[src/rtl/serial_adder_ctrl.sv]
// Bit-serial adder: loads two WIDTH-bit operands plus carry-in and adds LSB-first,
// one bit per clock, through a registered-carry full adder built from two half adders.

module half_adder (
  input  logic a,
  input  logic b,
  output logic s,
  output logic c
);
  assign s = a ^ b;
  assign c = a & b;
endmodule

module serial_adder_ctrl #(
  parameter int WIDTH = 8
) (
  input  logic             clk,
  input  logic             rst,
  input  logic             start,
  input  logic [WIDTH-1:0] a_in,
  input  logic [WIDTH-1:0] b_in,
  input  logic             cin,
  output logic             busy,
  output logic             done,
  output logic [WIDTH-1:0] sum_out,
  output logic             cout
);

  localparam int CNT_W = (WIDTH > 1) ? $clog2(WIDTH) : 1;
  localparam logic [CNT_W-1:0] LAST = CNT_W'(WIDTH - 1);

  typedef enum logic [1:0] {
    IDLE  = 2'd0,
    SHIFT = 2'd1,
    DONE  = 2'd2
  } state_t;

  state_t state, state_next;

  logic [WIDTH-1:0] a_sr, b_sr, s_sr;
  logic             c_reg;
  logic [CNT_W-1:0] cnt;

  logic p_bit, g_bit, pc_bit, s_bit, c_bit;
  logic last_bit;

  // Full add = half add of the operand bits, then half add with the carry.
  half_adder u_ha_ab (
    .a (a_sr[0]),
    .b (b_sr[0]),
    .s (p_bit),
    .c (g_bit)
  );

  half_adder u_ha_c (
    .a (p_bit),
    .b (c_reg),
    .s (s_bit),
    .c (pc_bit)
  );

  assign c_bit    = g_bit | pc_bit;
  assign last_bit = (cnt == LAST);

  always_ff @(posedge clk or posedge rst) begin
    if (rst) state <= IDLE;
    else     state <= state_next;
  end

  always_comb begin
    // NOTE: default assignment first so no path through the case leaves
    // state_next unassigned and infers a latch.
    state_next = state;
    unique case (state)
      IDLE:    if (start) state_next = SHIFT;
      SHIFT:   if (last_bit) state_next = DONE;
      DONE:    state_next = IDLE;
      default: state_next = IDLE;
    endcase
  end

  // NOTE: every datapath register is cleared by the async reset because an
  // aborted addition must leave no stale operands, partial sum or result.
  always_ff @(posedge clk or posedge rst) begin
    if (rst) begin
      a_sr    <= '0;
      b_sr    <= '0;
      s_sr    <= '0;
      c_reg   <= 1'b0;
      cnt     <= '0;
      sum_out <= '0;
      cout    <= 1'b0;
    end else begin
      unique case (state)
        IDLE: begin
          if (start) begin
            a_sr  <= a_in;
            b_sr  <= b_in;
            c_reg <= cin;
            cnt   <= '0;
          end
        end
        SHIFT: begin
          a_sr  <= {1'b0, a_sr[WIDTH-1:1]};
          b_sr  <= {1'b0, b_sr[WIDTH-1:1]};
          s_sr  <= {s_bit, s_sr[WIDTH-1:1]};
          c_reg <= c_bit;
          cnt   <= cnt + 1'b1;
          if (last_bit) begin
            sum_out <= {s_bit, s_sr[WIDTH-1:1]};
            cout    <= c_bit;
          end
        end
        default: ;
      endcase
    end
  end

  // Pure decodes of the state register: no combinational path from any input.
  assign busy = (state != IDLE);
  assign done = (state == DONE);

endmodule

[config.mk]
export PLATFORM = sky130hd
export DESIGN_NAME = serial_adder_ctrl
export DESIGN_NICKNAME = d
export VERILOG_FILES = /design/src/rtl/serial_adder_ctrl.sv
export SDC_FILE = /design/constraint.sdc
export NUM_CORES = 1
export LEC_CHECK = 0
export BUFFER_PORTS_ARGS = -buffer_cell sky130_fd_sc_hd__buf_4
export CAP_MARGIN = 20
export CORE_MARGIN = 3
export CORE_UTILIZATION = 45
export CTS_BUF_LIST = sky130_fd_sc_hd__clkbuf_4
export DETAILED_ROUTE_END_ITERATION = 12
export GPL_TIMING_DRIVEN = 0
export HOLD_SLACK_MARGIN = 0.1
export PLACE_DENSITY = 0.67
export SLEW_MARGIN = 20
export SYNTH_ARGS = -nofsm -noshare
export SYNTH_HDL_FRONTEND = slang
export SYNTH_SLANG_ARGS = --single-unit
export TNS_END_PERCENT = 50
[constraint.sdc]
create_clock -name clk -period 4.9 [get_ports clk]
set_clock_uncertainty 0.1 [all_clocks]
set_input_delay 0.245 -clock clk [delete_from_list [all_inputs] [get_ports clk]]
set_output_delay 0.245 -clock clk [all_outputs]
set_load 0.02 [all_outputs]
==> results of run 1 <==
==> where the power goes <==
group | switching (W) | leakage [nW] | internal, W
Clock | 0.000100 | 0.0277 | 0.0000512
Combinational | 0.000263 | 0.480 | 0.000288
Sequential | 0.0000749 | 0.450 | 0.000464
Total | 0.000437 | 0.958 | 0.000803
==> cells in the final DEF, fill, tap and decap left out, types with 3 or more instances in the layout <==
cell,count
dfrtp_1,38
buf_4,30
inv_1,17
mux2_2,16
nor4b_1,9
nor2_1,8
a221oi_1,8
nor2b_1,7
a222oi_1,6
clkbuf_4,5
buf_2,4
clkbuf_1,4
buf_6,3
clkinv_1,3
dlygate4sd3_1,3
==> final cells by class <==
class | count | area, um^2 | share of cell area
flip-flops and latches | 38 | 951 | 0.461
multi-input cells | 69 | 612 | 0.297
repair buffers | 33 | 255 | 0.124
plain buffers | 11 | 68.8 | 0.0334
inverters | 18 | 67.6 | 0.0328
well taps | 46 | 57.6 | 0.0279
clock buffers | 5 | 37.5 | 0.0182
clock inverters | 3 | 11.3 | 0.00546
==> kinds of logic after synthesis <==
kind of cell | Yosys count
AO/OA/AOI/OAI | 21
adder cells (fa/ha/maj) | 3
buffers and inverters | 29
flip-flops | 38
multiplexers | 17
AND/OR/NAND/NOR | 28
==> layer usage <==
metal	share of wire	up-vias	track usage
met3	0.044	7	0.0549
li1	-	564	-
met2	0.50	27	0.279
met4	0.014	0	0.0532
met5	0	-	0
met1	0.44	603	0.200
==> what timing repair did <==
action	in CTS	in global routing
resized for setup	0	0
hold buffers	3	0
hold endpoints to repair	40	0
==> through the flow <==
step	instance area, um^2	utilization	setup WS (ns)	instances	power [W]
2_1_floorplan	1700	-	3.33	136	0.000939
3_3_place_gp	1980	0.567	3.21	212	0.00108
3_5_place_dp	1980	0.567	3.19	212	0.00111
4_1_cts	2060	0.590	2.94	223	0.00126
5_1_grt	2060	0.590	2.83	223	0.00134
6_report	2060	0.590	2.95	223	0.00124
==> worst reg2reg max path: stages (launching register included) <==
cell and delay, ns:
dfrtp_1 0.40, ha_1 0.21, ha_1 0.19, nand3b_1 0.08, buf_2 0.25, mux2_2 0.37
==> path summary, 6_finish.rpt <==
kind	startpoint	depth (start not counted)	slack (ns)	endpoint
max in group asynchronous	rst	3	3.72	sum_out[6]$_DFFE_PP0P_
hold / removal	b_in[3]	3	0.13	b_sr[3]$_DFFE_PP0P_
hold reg to reg	a_sr[7]$_DFFE_PP0P_	1	0.41	a_sr[7]$_DFFE_PP0P_
setup / recovery	state[1]$_DFFE_PP0P_	4	2.95	busy
min in group asynchronous	rst	3	0.49	a_sr[4]$_DFFE_PP0P_
setup reg to reg	cnt[0]$_DFFE_PP0P_	5	3.19	sum_out[0]$_DFFE_PP0P_
==> cells in the mapped netlist, types with 3 or more instances <==
cell type	n
clkbuf_1	4
nor2_1	8
buf_2	4
inv_1	18
nor4b_1	9
a222oi_1	6
buf_6	3
dfrtp_1	38
nor2b_1	7
mux2_2	16
a221oi_1	8
==> metrics.log, run 1 <==
[metrics] unrepaired setup endpoints after global routing: false
[metrics] count of input and output buffers: 30
[metrics] via density per instance: 5.39
[metrics] net count of the finished layout: 199
[metrics] CP delay by family, top: flip-flops
[metrics] fmax: 513 MHz
[metrics] number of placement rows: 21
[metrics] relative slew slack: 0.490
[metrics] worst vdd ir: 0.219 mV
[metrics] cells taking the most area after synthesis: dfrtp_1 56%, mux2_2 11%, nor4b_1 4.6%, a221oi_1 4.1%, inv_1 4.0%
[metrics] post-synthesis net count: 159
[metrics] H-tree Lvls: 2
[metrics] worst-case hold slack: 0.132 ns
[metrics] power per unit of standard cell area: 602 nW/um^2
[metrics] Synth cell types: 23
[metrics] total setup violations reported at the end of the flow: 0
[metrics] number of enable-type register cells in the synthesized netlist: 0
[metrics] Synth Instances: 136
[metrics] Num CTS Buffers: 5
[metrics] clock tree from TritonCTS: yes
[metrics] flops & latches, synth: 38
[metrics] Sink Count: 38
[metrics] height of the die: 67.4 um
[metrics] minimum period implied by the final worst setup slack: 1.95 ns
[metrics] initial antenna violation count: 0
[metrics] combinational family with the most area after synthesis: multiplexers
[metrics] Remaining DRCs: 0
[metrics] Initial Util: 0.486
[metrics] drt wl/cell: 14.0 um
[metrics] Post-synth ARST share: 1.00
[metrics] Buf/Inv on CP: 3
[metrics] latest clock arrival within the worst-skew pair: 0.34 ns
[metrics] Global Route Usage Sum: 0.166
[metrics] number of hold violations in the final report: 0
[metrics] width of the chip: 67.4 um
[metrics] share of the synthesized area in compound gates (AO/OA/AOI/OAI): 0.110
[metrics] Ys Warns: 0
[metrics] clock-pin transition on the worst setup and hold timing paths: 0.11 ns
[metrics] mux contribution to synthesized area: 0.113
[metrics] placed wire-length estimate: 2.21 mm
[metrics] count of pins on the block boundary: 31
[metrics] Simple-Gate Fraction of Synth Area: 0.110
[metrics] 1st-pass router iterations: 4
[metrics] pin count of the biggest net entering global routing: 39
[metrics] CP cell instances: buf_2 > nor2_2 > inv_1 > buf_4
[metrics] final total negative setup slack: 0 ns
[metrics] count of filler cells inserted in the layout: 306
[metrics] dominant register cell in the synthesized netlist: dfrtp_1
[metrics] biggest registers after layout: a_sr (8), b_sr (8), sum_out (8)
[metrics] top cell type by total area after synthesis: dfrtp_1
[metrics] transition at the pin with the smallest max-transition slack: 0.764 ns
[metrics] area of the mapped netlist: 1700 um^2
[metrics] post-synthesis xor/xnor area fraction: 0
[metrics] share of the cycle needed by the critical path after routing: 0.398
[metrics] signal arrival time at the worst endpoint: 1.60 ns
[metrics] fraction of the yosys area taken by sequential cells: 0.560
[metrics] area share of the largest cell type after synthesis: 0.560
[metrics] Inserted Diodes: 0
[metrics] path type of the worst min-delay path: primary input to flip-flop
[metrics] Die Outline Area: 4550 um^2
[metrics] fraction of final layout cells with drive strength greater than 1: 0.345
[metrics] gp weighted congestion: 0.756
[metrics] root buf cell: clkbuf_4
[metrics] required time of the worst setup path: 4.55 ns
[metrics] core footprint: 3490 um^2
[metrics] post-synthesis area per instance: 12.5 um^2
[metrics] number of max-cap violations: 0
[metrics] leakage component of the power: 0.958 nW
[metrics] Antenna Nets Post-Route: 0
[metrics] largest fanout on the critical path: 10
[metrics] via count of the first global-routing pass: 1205
[metrics] buffer levels on the longest clock path: 2
[metrics] status: complete, no violations
[metrics] Worst Setup Path Type: flip-flop to primary output
[metrics] global-route wire length before repair: 5.58 mm
[metrics] area share of fa/ha/maj cells after synthesis: 0.0265
[metrics] vias post-DR: 1201
[metrics] total congestion overflow after global routing: 0
[metrics] Critical Path Sink Type: primary output
[metrics] Critical-path top delay cell: dfrtp_1
[metrics] Routed WL: 3.12 mm
[metrics] synth-to-layout area growth: 21.3%
[metrics] number of setup buffers added after CTS: 0
[metrics] delay of the slowest cell on the worst path: 0.46 ns
[metrics] nature of the critical path startpoint: flip-flop
[metrics] First DRT Iteration DRCs: 54
[metrics] Final Max Tran Viols: 0
Power figures use the tool's default switching activity.
==> run 2, diff against run 1 <==
--- a/config.mk
+++ b/config.mk
@@ -13,7 +13,7 @@
 export DETAILED_ROUTE_END_ITERATION = 12
 export GPL_TIMING_DRIVEN = 0
 export HOLD_SLACK_MARGIN = 0.1
-export PLACE_DENSITY = 0.67
+export PLACE_DENSITY = 0.69
 export SLEW_MARGIN = 20
 export SYNTH_ARGS = -nofsm -noshare
 export SYNTH_HDL_FRONTEND = slang
==> constraint.sdc (replaced) <==
create_clock -name clk -period 1.7 [get_ports clk]
set_clock_uncertainty 0.1 [all_clocks]
set_input_delay 0.085 -clock clk [delete_from_list [all_inputs] [get_ports clk]]
set_output_delay 0.085 -clock clk [all_outputs]
set_load 0.02 [all_outputs]
==> run 2 against run 1 <==
Effect of this change:
- power rose to 3.0 times the previous value
- first-iteration DRC count increased by 50%
- worst setup slack got worse by 2.9 ns
- cell count up 11%
- wire length is 20% higher
- critical path depth rose by 1
- largest power group unchanged
- core utilization up 8.0 points
- cell area increased by 14%
- sequential power grew to 2.9 times the previous value
- die area unchanged
- clock power increased to 3.0 times the previous value
==> metrics.log, run 2 (synthesis gave the netlist of run 1 again) <==
[metrics] placed wire-length estimate: 2.54 mm
[metrics] Initial Util: 0.486
[metrics] nature of the critical path startpoint: flip-flop
[metrics] total power of the final layout: 0.00377 W
[metrics] Clk pwr share: 0.119
[metrics] required time of the worst setup path: 1.83 ns
[metrics] delay of the slowest cell on the worst path: 0.41 ns
[metrics] most frequent cells in the layout: 38 x dfrtp_1, 34 x buf_4, 23 x dlygate4sd3_1, 17 x inv_1, 16 x mux2_2
[metrics] 1st-pass router iterations: 5
[metrics] buffer levels on the longest clock path: 2
[metrics] height of the die: 67.4 um
[metrics] minimum period implied by the final worst setup slack: 1.64 ns
[metrics] drt wl/cell: 15.1 um
[metrics] R2R cell count: 5
[metrics] Die Outline Area: 4550 um^2
[metrics] Remaining DRCs: 0
[metrics] core footprint: 3490 um^2
[metrics] H-tree Lvls: 2
[metrics] latest clock arrival within the worst-skew pair: 0.34 ns
[metrics] pin count of the biggest net entering global routing: 22
[metrics] net count of the finished layout: 224
[metrics] fraction of final layout cells with drive strength greater than 1: 0.351
[metrics] Internal Pwr Total: 0.00244 W
[metrics] Critical Path Sink Type: flip-flop
[metrics] number of placement rows: 21
[metrics] reported net switching power: 0.00133 W
[metrics] r2r endpoint: sum_out[2]$_DFFE_PP0P_
[metrics] power per unit of standard cell area: 1610 nW/um^2
[metrics] clock tree from TritonCTS: yes
[metrics] Routed WL: 3.76 mm
[metrics] path type of the worst min-delay path: primary input to flip-flop
[metrics] met3 usage: 0.0399
[metrics] worst setup path end: sum_out[2]$_DFFE_PP0P_
[metrics] clock-pin transition on the worst setup and hold timing paths: 0.11 ns
[metrics] worst-case hold slack: 0.108 ns
[metrics] CP cell instances: ha_1 > ha_2 > nand3b_1 > buf_6 > mux2_2
[metrics] global-route track usage on met2: 0.334
[metrics] fmax: 610 MHz
[metrics] Global Route Usage Sum: 0.187
[metrics] switching part of the total power: 0.352
[metrics] number of max-cap violations: 0
[metrics] Num CTS Buffers: 5
[metrics] relative slew slack: 0.706
[metrics] most common cell after layout, fill and taps aside: dfrtp_1
[metrics] signal arrival time at the worst endpoint: 1.77 ns
[metrics] Critical-path top delay cell: dfrtp_1
[metrics] via density per instance: 5.36
[metrics] global-route wire length before repair: 6.11 mm
[metrics] final total negative setup slack: 0 ns
[metrics] worst vdd ir: 0.707 mV
[metrics] slack of the worst reg-to-reg path: 0.06 ns
[metrics] share of the cycle needed by the critical path after routing: 0.965
[metrics] synth-to-layout area growth: 37.7%
[metrics] count of input and output buffers: 30
[metrics] CP delay by family, top: adder cells
[metrics] width of the chip: 67.4 um
[metrics] Worst Setup Path Type: flip-flop to flip-flop
[metrics] part of the power in combinational logic: 0.465
[metrics] WP depth: 5
[metrics] biggest registers after layout: a_sr (8), b_sr (8), sum_out (8)
[metrics] Antenna Nets Post-Route: 0
[metrics] part of the power in registers: 0.417
[metrics] launch point of the worst path: cnt[0]$_DFFE_PP0P_
[metrics] transition at the pin with the smallest max-transition slack: 0.441 ns
[metrics] First DRT Iteration DRCs: 81
[metrics] Sink Count: 38
[metrics] Inserted Diodes: 0
[metrics] status: complete, no violations
[metrics] via count of the first global-routing pass: 1336
[metrics] GR Layer Usage met1: 0.200
[metrics] number of hold violations in the final report: 0
[metrics] initial antenna violation count: 0
[metrics] total setup violations reported at the end of the flow: 0
[metrics] vias post-DR: 1330
[metrics] gp weighted congestion: 0.760
[metrics] root buf cell: clkbuf_4
[metrics] Buf/Inv on CP: 1
[metrics] startpoint of the most critical register-to-register path: cnt[0]$_DFFE_PP0P_
[metrics] leakage component of the power: 1.09 nW
[metrics] count of filler cells inserted in the layout: 270
[metrics] largest fanout on the critical path: 10
[metrics] total congestion overflow after global routing: 0
[metrics] unrepaired setup endpoints after global routing: false
[metrics] Final Max Tran Viols: 0
[metrics] GRT Max-Usage Layer: met2
[metrics] count of pins on the block boundary: 31
-- run 2: power groups by stage --
stage	clock, W	sequential (W)	combinational, W
6_report	0.000447	0.00157	0.00175
4_1_cts	0.000465	0.00158	0.00170
3_5_place_dp	0	0.00159	0.00164
2_1_floorplan	0	0.00167	0.00104
3_3_place_gp	0	0.00156	0.00155
5_1_grt	0.000493	0.00163	0.00192
-- run 2: cell type report --
type / instances / area (um^2) / share of cell area
timing repair buffer: 58 / 513 / 0.219
clock buffer: 6 / 45.0 / 0.0193
tap: 46 / 57.6 / 0.0246
buffer: 11 / 77.6 / 0.0332
multi-input combinational: 69 / 619 / 0.265
sequential: 38 / 951 / 0.406
inverter: 18 / 67.6 / 0.0289
clock inverter: 2 / 8.76 / 0.00374
-- run 2: repair_timing --
action,4_1_cts,5_1_grt
resized for setup,4,3
pin swaps,0,1
buffers inserted,0,4
setup endpoints to repair,11,11
hold buffers,23,0
endpoints found under the hold margin,55,0
-- run 2: worst min-delay path by stage --
stage	startpoint	end	slack, ns	cells past startpoint
after global placement	b_in[7]	b_sr[7]$_DFFE_PP0P_	0.25	2
after detailed placement	rst	b_sr[2]$_DFFE_PP0P_	0.02	2
after floorplan	a_in[7]	a_sr[7]$_DFFE_PP0P_	0.15	1
after CTS	start	b_sr[3]$_DFFE_PP0P_	0.11	3
after global routing	start	b_sr[3]$_DFFE_PP0P_	0.13	3
final	start	b_sr[3]$_DFFE_PP0P_	0.11	3
-- run 2: per-layer routing --
layer	part of all wire	up-vias	wire, um
met2	0.55	44	2050
met3	0.042	14	157
li1	-	617	-
met5	0	-	0
met1	0.38	655	1430
met4	0.031	0	117
-- run 2: metrics by stage --
stage / setup WS [ns] / utilization / instance area [um^2] / std cells
6_report: 0.0599 / 0.670 / 2340 / 248
5_1_grt: 0.00197 / 0.670 / 2340 / 248
4_1_cts: 0.00874 / 0.660 / 2310 / 244
3_5_place_dp: -0.0715 / 0.575 / 2010 / 213
3_3_place_gp: 0.0226 / 0.567 / 1980 / 212
2_1_floorplan: 0.133 / - / 1700 / 136
-- run 2: worst register-to-register path, delay by kind of cell, from the launching register on --
| kind | cells | cell delay (ns) |
|---|---|---|
| adder cells (fa/ha/maj) | 2 | 0.43 |
| buffers and inverters | 1 | 0.16 |
| flip-flops | 1 | 0.41 |
| multiplexers | 1 | 0.35 |
| AND/OR/NAND/NOR | 1 | 0.10 |
